--- config.mk ---
export PLATFORM = sky130hd
export DESIGN_NAME = vga_fb_arbiter
export DESIGN_NICKNAME = d
export VERILOG_FILES = /design/src/rtl/vga_fb_pkg.sv /design/src/rtl/vga_pix_shift.sv /design/src/rtl/vga_fb_arbiter.sv
export SDC_FILE = /design/constraint.sdc
export NUM_CORES = 1
export LEC_CHECK = 0
export CAP_MARGIN = 20
export CORE_ASPECT_RATIO = 0.9
export CORE_MARGIN = 4
export CORE_UTILIZATION = 41
export DETAILED_ROUTE_END_ITERATION = 16
export HOLD_SLACK_MARGIN = 0.1
export PLACE_DENSITY_LB_ADDON = 0.25
export SYNTH_ARGS = -nofsm -noshare
export SYNTH_HDL_FRONTEND = slang
export SYNTH_SLANG_ARGS = --single-unit
--- constraint.sdc ---
create_clock -name clkP -period 1.8 [get_ports clkP]
set_input_delay 0.27 -clock clkP [delete_from_list [all_inputs] [get_ports clkP]]
set_output_delay 0.27 -clock clkP [all_outputs]
set_load 0.03 [all_outputs]
--- src/rtl/vga_fb_pkg.sv ---
// vga_fb_pkg: 640x480 timing constants, frame-buffer geometry and read-tag type
package vga_fb_pkg;
  localparam int HD = 640;
  localparam int VD = 480;
  localparam int HT = 800;
  localparam int VT = 525;
  localparam int DW = 16;
  localparam int AW = 15;
  localparam int LDW = $clog2(DW);
  localparam int WPL = HD / DW;
  localparam int FB_WORDS = HD * VD / DW;
  typedef enum logic [1:0] {TAG_NONE, TAG_DISP, TAG_HOST} tag_e;
endpackage

--- src/rtl/vga_pix_shift.sv ---
// vga_pix_shift: DW-bit load/shift serialiser, MSB is the leftmost pixel
module vga_pix_shift
  import vga_fb_pkg::*;
(
  input  logic          clk,
  input  logic          rst,
  input  logic          i_blank,
  input  logic          i_load,
  input  logic [DW-1:0] i_data,
  output logic          o_pix
);
  logic          r_pix;
  logic [DW-1:0] r_sh;
  always_ff @(posedge clk) begin
    if (rst) begin
      r_pix <= 1'b0;
      r_sh  <= '0;
    end else begin
      r_pix <= i_blank ? 1'b0 : i_load ? i_data[DW-1] : r_sh[DW-1];
      r_sh  <= i_load ? i_data << 1 : r_sh << 1;
    end
  end
  assign o_pix = r_pix;
endmodule

--- src/rtl/vga_fb_arbiter.sv ---
// vga_fb_arbiter: shares one sync frame-buffer RAM between display fetches and a host port
module vga_fb_arbiter
  import vga_fb_pkg::*;
(
  input  logic          clkP,
  input  logic          rst,
  input  logic [10:0]   pixelX,
  input  logic [9:0]    pixelY,
  input  logic          h_valid,
  input  logic          h_we,
  input  logic [AW-1:0] h_addr,
  input  logic [DW-1:0] h_wdata,
  output logic          h_ready,
  output logic          h_rvalid,
  output logic [DW-1:0] h_rdata,
  output logic          mem_en,
  output logic          mem_we,
  output logic [AW-1:0] mem_addr,
  output logic [DW-1:0] mem_wdata,
  input  logic [DW-1:0] mem_rdata,
  output logic          pixel_out
);
  logic [9:0]    w_next_y;
  logic          w_fs, w_mid, w_g0, w_slot, w_acc, w_blank;
  logic [AW-1:0] r_disp_addr;
  logic          r_synced;
  tag_e          r_tag1, r_tag2;

  assign w_next_y = (pixelY == 10'(VT - 1)) ? 10'd0 : pixelY + 10'd1;
  assign w_fs  = (pixelX == 11'(HT - 2)) && (pixelY == 10'(VT - 1));
  // line slots run only once the frame counter has been aligned by a frame start
  assign w_mid = r_synced && (pixelX[LDW-1:0] == LDW'(DW - 2)) &&
                 (pixelX[10:LDW] < (11 - LDW)'(WPL - 1)) && (pixelY < 10'(VD));
  assign w_g0  = r_synced && (pixelX == 11'(HT - 2)) && (pixelY < 10'(VT)) && (w_next_y < 10'(VD));
  assign w_slot = w_fs || w_mid || w_g0;
  assign h_ready = !rst && !w_slot && (r_tag1 != TAG_HOST);
  assign w_acc = h_valid && h_ready;
  assign w_blank = !r_synced || (pixelX >= 11'(HD)) || (pixelY >= 10'(VD));

  always_ff @(posedge clkP) begin
    if (rst) begin
      mem_en      <= 1'b0;
      mem_we      <= 1'b0;
      mem_addr    <= '0;
      mem_wdata   <= '0;
      r_disp_addr <= '0;
      r_synced    <= 1'b0;
      r_tag1      <= TAG_NONE;
      r_tag2      <= TAG_NONE;
      h_rvalid    <= 1'b0;
      h_rdata     <= '0;
    end else begin
      mem_en      <= w_slot || w_acc;
      mem_we      <= w_acc && h_we;
      mem_addr    <= w_fs ? '0 : w_slot ? r_disp_addr : w_acc ? h_addr : mem_addr;
      mem_wdata   <= (w_acc && h_we) ? h_wdata : mem_wdata;
      r_disp_addr <= w_fs ? AW'(1) : w_slot ? r_disp_addr + 1'b1 : r_disp_addr;
      r_synced    <= r_synced || w_fs;
      r_tag1      <= w_slot ? TAG_DISP : (w_acc && !h_we) ? TAG_HOST : TAG_NONE;
      r_tag2      <= r_tag1;
      h_rvalid    <= r_tag2 == TAG_HOST;
      h_rdata     <= (r_tag2 == TAG_HOST) ? mem_rdata : h_rdata;
    end
  end

  vga_pix_shift u_shift (
    .clk    (clkP),
    .rst    (rst),
    .i_blank(w_blank),
    .i_load (pixelX[LDW-1:0] == '0),
    .i_data (mem_rdata),
    .o_pix  (pixel_out)
  );
endmodule
### Word level (Yosys, flattened, before mapping)

Cells that the tools add are included.

| word-level totals | value |
|---|---|
| register bits | 87 |
| bits in latches | 0 |
| bits in writable memories | 0 |
| bits in read-only memories | 0 |
| output and inout bits | 52 |
| word-level logic and storage cells | 64 |
| memories | 0 |

| operators by class | value |
|---|---|
| add/subtract/negate cells | 2 |
| multiply operators | 0 |
| divide/modulo/power cells | 0 |
| magnitude comparators | 6 |
| eq/ne operators | 5 |
| shift operators | 0 |
| mux-type cells | 9 |
| bitwise operators | 0 |
| reduce and logical (&&, ||, !) cells | 28 |

Operator list:

| operator | number |
|---|---|
| $mux W15 | 2 |
| $lt A10 B9 Y1 const B | 2 |
| $mux W16 | 1 |
| $add A15 B1 Y15 const B | 1 |
| $logic_and A1 B1 Y1 | 12 |
| $eq A11 B10 Y1 const B | 1 |
| $ge A11 B10 Y1 const B | 1 |
| $add A10 B1 Y10 const B | 1 |
| $eq A10 B10 Y1 const B | 1 |
| $ge A10 B9 Y1 const B | 1 |
| $lt A10 B10 Y1 const B | 1 |
| $mux W10 | 1 |
| $lt A7 B6 Y1 const B | 1 |
| $logic_or A1 B1 Y1 | 6 |
| $reduce_or A2 Y1 | 3 |
| $eq A4 B4 Y1 const B | 1 |
| $logic_not A1 Y1 | 4 |
| $logic_not A4 Y1 | 1 |
| $mux W1 | 4 |
| $reduce_bool A2 Y1 | 2 |
| $eq A2 B2 Y1 const B | 1 |
| $mux W2 | 1 |
| $ne A2 B2 Y1 const B | 1 |

### Depth between registers and ports, before layout

| logic depth | value |
|---|---|
| depth after elaboration | 13 |
| depth in mapped cells | 8 |

### Modules after synthesis

Synthesis repeated with hierarchy kept, for this count alone.

| unflattened totals | value |
|---|---|
| cell total of the unflattened synthesis | 426 |
| area, all modules | 3769.9 µm² |

Modules (own cells, without submodules):

| module | times used | cells each | area an instance (µm²) |
|---|---|---|---|
| vga_fb_arbiter | 1 | 376 | 3195.6 |
| vga_pix_shift | 1 | 50 | 574.3 |

### Least setup slack after synthesis

No wires, ideal clock.

| path | value |
|---|---|
| path kind | input to output |
| start point | input pixelX[10] |
| end point | output h_ready |
| data arrival time | 2.119 ns |
| required time | 1.530 ns |
| slack | -0.589 ns |
| stages | 6 |
| buffers on the path | 1 |
| cell sequence | nand4bb_1 -> o21bai_1 -> a2bb2oi_2 -> clkbuf_1 -> nand2_1 -> nor3_1 |

| on the way | value |
|---|---|
| word-level cells in the longest chain between the ends | 8 |

RTL lines:

| element | RTL line | source |
|---|---|---|
| start, declared | vga_fb_arbiter.sv:7 | `input logic [10:0] pixelX,` |
| $lt A7 B6 Y1 / $eq A11 B10 Y1 (equally long branches) | vga_fb_arbiter.sv:33, vga_fb_arbiter.sv:30, vga_fb_arbiter.sv:34 |  |
| $logic_and A1 B1 Y1 (on tied branches) | vga_fb_arbiter.sv:32, vga_fb_arbiter.sv:34 |  |
| $logic_and A1 B1 Y1 (on tied branches) | vga_fb_arbiter.sv:33, vga_fb_arbiter.sv:34 |  |
| $logic_or A1 B1 Y1 / $logic_and A1 B1 Y1 (equally long branches) | vga_fb_arbiter.sv:35, vga_fb_arbiter.sv:34 |  |
| $logic_or A1 B1 Y1 (*) | vga_fb_arbiter.sv:35 | `assign w_slot = w_fs \|\| w_mid \|\| w_g0;` |
| $logic_not A1 Y1 (*) | vga_fb_arbiter.sv:36 | `assign h_ready = !rst && !w_slot && (r_tag1 != TAG_HOST);` |
| $logic_and A1 B1 Y1 (*) (2 in a row) | vga_fb_arbiter.sv:36 |  |
| end, declared | vga_fb_arbiter.sv:13 | `output logic h_ready,` |

Every way passes the cells marked *; elsewhere a longest branch is shown, timed or not.

### Worst setup path after layout

| path | value |
|---|---|
| start point | input pixelX[7] |
| end point | output h_ready |

Same word-level chain as after synthesis.

==> metrics.yaml <==
status: "complete, but fails checks"
violations: "setup timing"
fin_ws_ps: -122
crit_arrival_ps: 1650
finalSetupTns_ps: -138
met1_length_um: 4540
rsz0062_at_grt: "true"
cp-end-kind: "output pin"
cp_max_fo: 3
cts_tree: "yes"
synth_xor_area_share_pct: 0
critical_path_buf_inv_count: 3
clockBufferDepth: 2
via_per_inst: 5.21
grt_max_degree: 37
maxCapViolCount: 0
cpMostUsedCell: "buf_6"
synth-simple-area-share_pct: 21.5
numCtsBuffers: 9
path_cells: "dlygate4sd2_1, nand4bb_4, o21bai_4, buf_6, a2bb2oi_4, nand2_2, nor3_4, buf_6"
reg2reg_slack_ps: 30
synth_top_area_cell: "dfxtp_1"
synth_edf_count: 0
dieWidth_um: 108
ys_warn_count: 0
final_area_um2: 5710
die_area_um2: 10700
port_buffers: 123
clock-sinks: 86
dr.pass1.iters: 4
critPathRequiredTime_ps: 1530
crit_cells: 8
synthTopCellsByCount: "dfxtp_1 (86), nand2_1 (78), a21oi_1 (70)"
dr_wl_met3_um: 751
first_iter_violations: 150
rows: 32
syn_nets: 501
async_flop_share_pct: 0
wire_per_inst_um: 14.9
worst_slew_pin_slew_ps: 445
post-route-min-period_ps: 1920
wl_met2_um: 5040
grt_pass1_vias: 3644
track_usage_pct: 19.8
hpwl_um: 7570
drive_gt1_share_pct: 16.8
r2r_cells: 8
ir_drop_mv: 0.536
fin_crit_sh_pct: 107
grt-ovfl-total: 0
drt_drc_violations_left: 0
regToRegStartpoint: "r_synced$_SDFF_PP0_"
clock-skew-final_ps: 9.62
syn_inst: 428
cts_root_buffer: "clkbuf_8"
synth_top_family_by_area: "simple AND/OR/NAND/NOR gates"
postCtsHoldBufs: 0
nets: 650
avgSynthCellArea_um2: 8.68
netlist_top_cells_area: "dfxtp_1 (46%), a21oi_1 (9.4%), nand2_1 (7.9%)"
n_antenna_cell: 0
area_growth_pct: 53.6
wl_um: 10400
placement.cell_area_um2: 5370
r2r-end: "r_disp_addr[11]$_SDFFE_PP0P_"
synth_fa_ha_area_share_pct: 0.337
p_leak_uw: 0.00206
top_layer_used: "met4"
relSlewSlack_pct: 70.2
hold_start: "rst"
synth_top_area_share_pct: 46.3
critPathCapture: "h_ready"
ys_seq_area_share_pct: 46.3
drv_slew: 0
synthMuxAreaShare_pct: 7.81
clk_latency_ps: 360
cp-start-kind: "input port"
io_pins: 124
path_clk_slew_ps: 90
setup-violations-final: 2
crit_family: "buffers and inverters"
yosysMostFrequentCell: "dfxtp_1"
vias: 3655
setup.worst_path.start: "pixelX[7]"
initial_core_util_pct: 42.8
synthFlopType: "dfxtp_1"
fmax_mhz: 520
hold_viol: 0
cts_max_level: 3
die_h_um: 98.3
p_per_area_nw_per_um2: 665
critPathKind: "in -> out"
synth_compound_area_share_pct: 19.7
drtAntennaViolNets: 0
max_stage_delay_ps: 270
netlist_area_um2: 3720
hold_path_class: "in -> reg"
ys_ff_latch: 86
crit_slowest_cell: "nand4bb_4"
antenna_found_initial: 0
core_region_area_um2: 8690
grt_pass1_wl_um: 17200
place.gp.congestion: 0.796
synth_cell_type_count: 43
==> flip-flops by register name, indices dropped and copies added, names as in the netlist <==
name,count
h_rdata,16
mem_wdata,16
mem_addr,15
r_disp_addr,15
u_shift.r_sh,15
r_tag1,2
r_tag2,2
h_rvalid,1
mem_en,1
mem_we,1
r_synced,1
u_shift.o_pix,1
==> worst min path at each step <==
| stage | endpoint | slack, ps | cells past startpoint |
|---|---|---|---|
| finish | r_tag1[0]$_SDFF_PP0_ | 410 | 3 |
| global route | mem_addr[0]$_SDFFE_PP0P_ | 420 | 4 |
| CTS | r_tag1[0]$_SDFF_PP0_ | 400 | 3 |
| detailed placement | u_shift.r_sh[2]$_SDFF_PP0_ | 430 | 2 |
| global placement | u_shift.r_sh[2]$_SDFF_PP0_ | 420 | 2 |
| floorplan | r_tag1[1]$_SDFF_PP0_ | 350 | 1 |
==> cell families after synthesis <==
family                   after synthesis
AO/OA/AOI/OAI                        118
flip-flops                            86
AND/OR/NAND/NOR                      157
adder cells (fa/ha/maj)                1
buffers and inverters                 37
multiplexers                          29
==> worst min-delay path, cell delays in order <==
cell and delay, ps:
buf_2 130, buf_4 220, nor2_1 110
==> repair_timing <==
| action | 4_1_cts | 5_1_grt |
|---|---|---|
| cloned | 1 | 0 |
| pin swaps | 14 | 6 |
| setup buffers | 8 | 0 |
| endpoints found under the setup margin | 50 | 47 |
| resized for setup | 61 | 0 |
==> through the flow <==
stage / utilization, % / power, µW / setup WS, ps / hold WS (ps) / std cells
2_1_floorplan: - / 2230 / -18.8 / 348 / 428
3_3_place_gp: 61.9 / 2540 / -626 / 424 / 678
3_5_place_dp: 61.9 / 2550 / -678 / 430 / 678
4_1_cts: 65.7 / 3840 / -188 / 397 / 701
5_1_grt: 65.7 / 3950 / -183 / 418 / 701
6_report: 65.7 / 3790 / -122 / 410 / 701
==> cell usage in the layout (no fill, tap or decap), types with 3 or more instances in the layout <==
cell type / synthesis / layout
clkdlybuf4s50_1: 0 / 100
dfxtp_1: 86 / 85
nand2_1: 78 / 77
a21oi_1: 70 / 66
buf_4: 1 / 42
mux2i_1: 29 / 29
nand4_1: 18 / 18
a211oi_1: 18 / 17
o31ai_1: 16 / 16
nand2b_1: 14 / 14
dlygate4sd2_1: 0 / 14
nand3_1: 9 / 9
clkbuf_8: 0 / 9
nor2_1: 7 / 7
nor2b_1: 6 / 5
buf_6: 1 / 5
o21ai_0: 4 / 4
a21oi_2: 0 / 4
buf_12: 0 / 4
nand4b_1: 3 / 3
nor3_1: 4 / 3
clkdlybuf4s15_1: 0 / 3
buf_2: 8 / 3
==> routing by layer <==
layer  GRT usage, %  vias up
met5              0        -
met4           4.95        0
met3           5.68        7
met2           34.1      118
met1           24.2     1691
li1               -     1839
==> power by group <==
group          switching [µW]  internal, µW
combinational             252           286
clock                     758           532
sequential               19.9          1950
==> layout make-up <==
| class | count | area (µm²) |
|---|---|---|
| sequential | 86 | 1720 |
| tap | 119 | 149 |
| timing repair buffer | 173 | 1650 |
| clock buffer | 9 | 124 |
| inverter | 2 | 7.51 |
| clock inverter | 7 | 63.8 |
| multi-input combinational | 305 | 1990 |
| fill | 740 | 2980 |
(Power assumes the default switching activity.)
